File: config.mk
export PLATFORM = sky130hd
export DESIGN_NAME = pc_fetch_ctrl
export DESIGN_NICKNAME = d
export VERILOG_FILES = /design/src/rtl/pc_fetch_ctrl.sv
export SDC_FILE = /design/constraint.sdc
export NUM_CORES = 1
export LEC_CHECK = 0
export BUFFER_PORTS_ARGS = -buffer_cell sky130_fd_sc_hd__buf_2
export CORE_MARGIN = 8
export CORE_UTILIZATION = 65
export DETAILED_ROUTE_END_ITERATION = 10
export PLACE_DENSITY = 0.86
export SETUP_SLACK_MARGIN = 0.1
export SLEW_MARGIN = 20
export SYNTH_ARGS = -nofsm -noshare
export SYNTH_HDL_FRONTEND = slang
export SYNTH_SLANG_ARGS = --single-unit
File: constraint.sdc
create_clock -name Clk -period 11.7 [get_ports Clk]
set_input_delay 0 -clock Clk [delete_from_list [all_inputs] [get_ports Clk]]
set_output_delay 0 -clock Clk [all_outputs]
set_load 0.02 [all_outputs]
File: src/rtl/pc_fetch_ctrl.sv
// pc_fetch_ctrl: program counter and fetch sequencer in front of the 8-bit ALU.
// It runs IDLE -> RUN -> HALT under the Start/Done handshake. Taken branches
// are resolved through a loadable branch-target table. A saturating counter
// tracks the number of retired instructions.
// Optional build macro PC_RELATIVE_BRANCH_EN: table entries are treated as signed
// PC-relative offsets instead of absolute targets.
`timescale 1ns/1ps
module pc_fetch_ctrl #(
  parameter int PC_W  = 10,
  parameter int LUT_W = 4,
  parameter int CNT_W = 16
) (
  input  logic             Clk,
  input  logic             Reset,
  input  logic             Start,
  input  logic             Stall,
  input  logic             BranchEn,
  input  logic             AZero,
  input  logic [LUT_W-1:0] TargetIdx,
  input  logic             HaltReq,
  input  logic             LutWe,
  input  logic [LUT_W-1:0] LutAddr,
  input  logic [PC_W-1:0]  LutData,
  output logic [PC_W-1:0]  PC,
  output logic             FetchValid,
  output logic             BranchTaken,
  output logic             Done,
  output logic [CNT_W-1:0] InstCount
);

  localparam int LUT_N = 1 << LUT_W;
  localparam logic [PC_W-1:0]  PC_ONE  = 1;
  localparam logic [CNT_W-1:0] CNT_ONE = 1;

  typedef enum logic [1:0] {
    S_IDLE = 2'b00,
    S_RUN  = 2'b01,
    S_HALT = 2'b10
  } state_e;

  state_e            state_q, state_d;
  logic              start_q;
  logic [PC_W-1:0]   pc_q, pc_d;
  logic [CNT_W-1:0]  cnt_q, cnt_d;
  logic              bt_q, bt_d;
  logic              done_q;
  logic              lut_we;
  logic [PC_W-1:0]   lut_q [LUT_N];
  logic [PC_W-1:0]   branch_pc;
  logic [CNT_W-1:0]  cnt_inc;

  wire start_fall = start_q & ~Start;
  wire start_rise = ~start_q & Start;

  // Branch destination: absolute table entry, or PC plus a signed table offset.
`ifdef PC_RELATIVE_BRANCH_EN
  assign branch_pc = pc_q + lut_q[TargetIdx];
`else
  assign branch_pc = lut_q[TargetIdx];
`endif

  // The retired-instruction counter sticks at all-ones instead of wrapping.
  assign cnt_inc = (&cnt_q) ? cnt_q : cnt_q + CNT_ONE;

  // Next-state, next-PC and next-count selection.
  always_comb begin
    // NOTE: every always_comb output gets a default first, so no path can infer a latch.
    state_d = state_q;
    pc_d    = pc_q;
    cnt_d   = cnt_q;
    bt_d    = 1'b0;
    lut_we  = 1'b0;
    case (state_q)
      S_IDLE: begin
        pc_d   = '0;
        cnt_d  = '0;
        lut_we = LutWe;
        if (start_fall) state_d = S_RUN;
      end
      S_RUN: begin
        // A stalled cycle freezes everything; BranchTaken falls through to 0.
        if (!Stall) begin
          cnt_d = cnt_inc;
          if (HaltReq) begin
            state_d = S_HALT;
          end else if (BranchEn && AZero) begin
            pc_d = branch_pc;
            bt_d = 1'b1;
          end else begin
            pc_d = pc_q + PC_ONE;
          end
        end
      end
      S_HALT: begin
        if (start_rise) begin
          state_d = S_IDLE;
          pc_d    = '0;
          cnt_d   = '0;
        end
      end
      default: begin
        state_d = S_IDLE;
        pc_d    = '0;
        cnt_d   = '0;
      end
    endcase
  end

  // Control registers; Done mirrors the state being entered.
  always_ff @(posedge Clk or posedge Reset) begin
    // NOTE: sequential state uses non-blocking assignments so all registers update together.
    if (Reset) begin
      state_q <= S_IDLE;
      start_q <= 1'b0;
      pc_q    <= '0;
      cnt_q   <= '0;
      bt_q    <= 1'b0;
      done_q  <= 1'b0;
    end else begin
      state_q <= state_d;
      start_q <= Start;
      pc_q    <= pc_d;
      cnt_q   <= cnt_d;
      bt_q    <= bt_d;
      done_q  <= (state_d == S_HALT);
    end
  end

  // Branch-target table; it is writable only in IDLE.
  always_ff @(posedge Clk or posedge Reset) begin
    // NOTE: this table is cleared by reset, so it has to be built from flops rather than a RAM macro.
    if (Reset) begin
      for (int i = 0; i < LUT_N; i++) lut_q[i] <= '0;
    end else if (lut_we) begin
      lut_q[LutAddr] <= LutData;
    end
  end

  assign PC          = pc_q;
  assign FetchValid  = (state_q == S_RUN) && !Stall;
  assign BranchTaken = bt_q;
  assign Done        = done_q;
  assign InstCount   = cnt_q;

endmodule

; ---- Yosys cells after proc, flatten, opt, wreduce, memory -nomap -nowiden
; Cells that the tools add are included.
[word_totals]
word_cells = 73
output_inout_bits = 29
ff_bits = 191
[classes]
n_eq_ne = 7
bitwise = 6
order_cmp = 3
reduce_logical = 8
addsub = 2
muxes = 25
[op_table]
columns = cell, count
row1 = 160-bit bitwise mux, 1
row2 = 10-bit two-way mux, 7
row3 = 16-bit two-way mux, 3
row4 = 10-bit binary-select mux with 4-bit select, 1
row5 = 10-bit demux with 4-bit select, 1
row6 = 16-bit case mux with 2 select lines, 1
row7 = 10-bit case mux with 2 select lines, 1
row8 = 16-bit by 1-bit adder with 16-bit output (second input constant), 1
row9 = 16-bit AND reduction, 1
row10 = 10-bit by 1-bit adder with 10-bit output (second input constant), 1
row11 = 5-bit greater-or-equal comparator (second input constant), 2
row12 = 4-bit inverter with 5-bit output, 2
row13 = 2-bit two-way mux, 4
row14 = 2-bit != test (second input constant), 4
row15 = 2-bit case mux with 3 select lines, 1
row16 = 3-bit AND reduction, 2
row17 = 5-bit by 1-bit < comparator with 1-bit output (second input constant), 1
row18 = 1-bit two-way mux, 5
row19 = 2-bit equality test (second input constant), 2
row20 = 1-bit logical AND, 3
row21 = 1-bit AND, 2
row22 = 2-bit by 1-bit equality test with 1-bit output (second input constant), 1
row23 = 2-bit zero test, 1
row24 = 1-bit inverter, 2
row25 = 1-bit zero test, 1

; ---- Depth between registers and ports, before layout
[depth]
word_depth = 8
ltp_mapped = 8

; ---- Least setup slack after synthesis
; No wires, ideal clock.
[synth_path]
path_type = register to register
from = register state_q[0]
to = register lut_q[152] (netlist name)
arrival_ps = 1873
slack_ps = 9702
t_required_ps = 11575
setup_time_ps = 125
path_stages_with_launch = 6
path_cell_list = dfrtp_1 nor3b_2 or3b_1 buf_2 nor3_4 mux2_2
[synth_via]
elab_chain_len = 2
[synth_lines]
columns = element, line
row1 = "start, declared", 41  ; state_e state_q, state_d;
row2 = "start signal, assigned", 120  ; state_q <= state_d;
row3 = 2-bit zero test, 73  ; case (state_q)
row4 = 1-bit two-way mux, 73
row5 = "end signal, assigned by index", 135  ; lut_q[LutAddr] <= LutData;
row6 = "end, declared", 48  ; logic [PC_W-1:0] lut_q [LUT_N];
; Every way passes these cells.
; A chain may end at the register's enable or synchronous reset.

; ---- Worst setup path after layout
[layout_path]
from = register state_q[0]
to = register lut_q[112] (netlist name)
; Same word-level chain as after synthesis.

==> impl_metrics.env <==
export IMPL_arrival_ns=2.95
export IMPL_finalCritPeriodShare_pct=22.5
export IMPL_ys_seq_elements=191
export IMPL_ctsHtreeMaxLevel=4
export IMPL_grt_use_total_pct=25.1
export IMPL_cts_inserted_buffers=17
export IMPL_synth_area_um2=8990
export IMPL_p_leak_nw=4.54
export IMPL_mostFrequentLayoutCell="dfrtp_1"
export IMPL_timing_slew_headroom_pct=28.5
export IMPL_synth_area_leaders="dfrtp_1 (53%), mux2_2 (21%), mux4_2 (6.8%), mux2i_1 (3.2%), a22oi_1 (1.5%)"
export IMPL_drtAntennaViolNets=0
export IMPL_synth_edf_count=0
export IMPL_grt_pass1_vias=6169
export IMPL_grt_max_degree=124
export IMPL_num_vias=5866
export IMPL_peakVddDrop_mv=0.149
export IMPL_hold_viol=0
export IMPL_yosysTopAreaCell="dfrtp_1"
export IMPL_cp_data_required_time_ns=12.02
export IMPL_crit_path_end_kind="flop"
export IMPL_clk_latency_ns=0.44
export IMPL_cts_tree="done"
export IMPL_worstSetupPathType="reg2reg"
export IMPL_wl_um=21400
export IMPL_die_area_um2=17800
export IMPL_die_h_um=134
export IMPL_drc=0
export IMPL_total_power_w=0.00228
export IMPL_layout_min_cycle_time_ns=2.64
export IMPL_synthFlopType="dfrtp_1"
export IMPL_grt_overflow=0
export IMPL_firstDrtPassIters=4
export IMPL_antenna_found_initial=1
export IMPL_clockRootBuffer="clkbuf_16"
export IMPL_p_per_area_nw_per_um2=227
export IMPL_setup_violations=0
export IMPL_die_width_um=134
export IMPL_ys_types=49
export IMPL_min_path_type="in2reg"
export IMPL_start_util_pct=65.5
export IMPL_maxCapViolCount=0
export IMPL_avgViaCountPerCell=6.53
export IMPL_syn_to_final_growth_pct=11.8
export IMPL_tns_ns=0
export IMPL_tightest_slew_ns=1.07
export IMPL_clock_path_buffers=2
export IMPL_cts_resized=0
export IMPL_nets=733
export IMPL_crit_fanout=10
export IMPL_num_antenna_cells=0
export IMPL_yosysSeqAreaShare_pct=53.2
export IMPL_postCtsSetupBuffers=0
export IMPL_ys_warn_count=0
export IMPL_core_um2=13700
export IMPL_outcome="finished, final reports clean"
export IMPL_avgSynthCellArea_um2=13.7
export IMPL_synthArstFlopShare_pct=100
export IMPL_path_clk_slew_ns=0.07
export IMPL_start_kind="flop"
export IMPL_io_pins=55
export IMPL_cts_sinks=191
export IMPL_clock_skew_ns=0.00758
export IMPL_layout_drive_gt1_share_pct=40.7
export IMPL_io_buffers=54
export IMPL_syn_nets=686
export IMPL_fmax_mhz=379
export IMPL_yosysTopAreaCellShare_pct=53.2
export IMPL_slew_viol_final=0
export IMPL_gp_congestion=0.900
export IMPL_layout_common_cells="dfrtp_1 (191), mux2_2 (166), buf_2 (54)"
export IMPL_wire_per_inst_um=23.8
export IMPL_grt_pass1_wl_um=34400
export IMPL_num_rows=43
export IMPL_grt_setup_unrepaired="no"
export IMPL_hpwl_um=13600
export IMPL_drt_iter0_markers=446
export IMPL_synth_cells=658
export IMPL_whs_ns=0.0146
-- area by class of cell --
| cell class | count | area, um2 |
|---|---|---|
| flip-flops and latches | 191 | 4780 |
| clock inverters | 13 | 189 |
| well taps | 180 | 225 |
| fillers | 876 | 3670 |
| repair buffers | 61 | 335 |
| clock buffers | 19 | 443 |
| inverters | 3 | 18.8 |
| multi-input cells | 431 | 4060 |
-- per-stage QoR --
step	std cells	cell area [um2]	setup slack (ns)	util (%)
finish	898	10000	9.06	73.2
global route	898	10000	9.02	73.2
global placement	861	9360	9.31	68.2
CTS	898	10000	9.12	73.2
detailed placement	861	9360	9.15	68.2
floorplan	658	8990	6.50	-
-- routing by layer --
metal  up-vias  part of all wire, %  GRT usage [%]
li1       2556                    -              -
met1      3067                   42           32.9
met2       207                   49           39.7
met3        34                  7.4           6.78
met4         2                  1.9           8.86
met5         -                0.047              0
-- synth_stat cells, types with 2 or more instances --
cell        n
a221o_1     3
o21ai_0    15
a22oi_1    18
nor3_1      2
dfrtp_1   191
nor2_1     25
nand4_1     6
clkbuf_1   20
xnor2_1     7
or3_1       3
mux4_2     27
nor2b_1     7
nand3_1    21
inv_1       3
nor3b_1     2
mux2_2    166
mux2i_1    29
buf_2      11
nand3b_1    3
or4_1       4
nor4_1      4
ha_1        2
and3_1      6
o22ai_1     3
and4_1      2
o31ai_1     5
a31oi_1     3
mux2_1      2
nor4b_1     2
nor2_2      3
a21oi_1     9
nor2_4      3
a21o_1      2
and2_1      5
nand2_1    24
nand2b_1    7
-- registers in the layout, indices dropped and copies added, names as in the netlist --
register     flops
InstCount       16
state_q          2
Done             1
BranchTaken      1
lut_q          160
PC              10
start_q          1
-- logic make-up after synthesis --
kind of cell,count (synthesis),share of synthesized area [%]
muxes,224,31.0
DFF,191,53.2
and+or+nand+nor,135,8.39
AOI/OAI and AO/OA,62,4.64
buffers and inverters,36,1.70
xor gates and xnor gates,8,0.780
adders and majority gates,2,0.278
-- worst paths after layout --
path | from | to | slack (ns) | depth (start not counted)
min | LutData[7] | lut_q[47]$_DFFE_PP0P_ | 0.01 | 2
min reg2reg | lut_q[150]$_DFFE_PP0P_ | lut_q[150]$_DFFE_PP0P_ | 0.50 | 1
max | state_q[0]$_DFF_PP0_ | lut_q[112]$_DFFE_PP0P_ | 9.06 | 4
max reg2reg | state_q[0]$_DFF_PP0_ | lut_q[112]$_DFFE_PP0P_ | 9.06 | 4
min in group asynchronous | Reset | PC[8]$_DFFE_PP0P_ | 0.27 | 3
max in group asynchronous | Reset | lut_q[39]$_DFFE_PP0P_ | 9.98 | 4
-- power breakdown --
group	switching [W]	internal, W
clock	0.000254	0.000364
sequential	0.000151	0.000931
combinational	0.000248	0.000331
total	0.000652	0.00163
-- timing repair --
| item | in CTS | in global routing |
|---|---|---|
| hold buffers | 5 | 0 |
| setup endpoints to repair | 0 | 0 |
| hold endpoints to repair | 126 | 0 |
-- critical path, stage by stage, from the launching register on --
cell and delay [ns]:
dfrtp_1 0.45, nor3b_2 0.47, nand3b_1 0.29, nor3_2 0.87, mux2_2 0.43
Power figures use the tool's default switching activity.
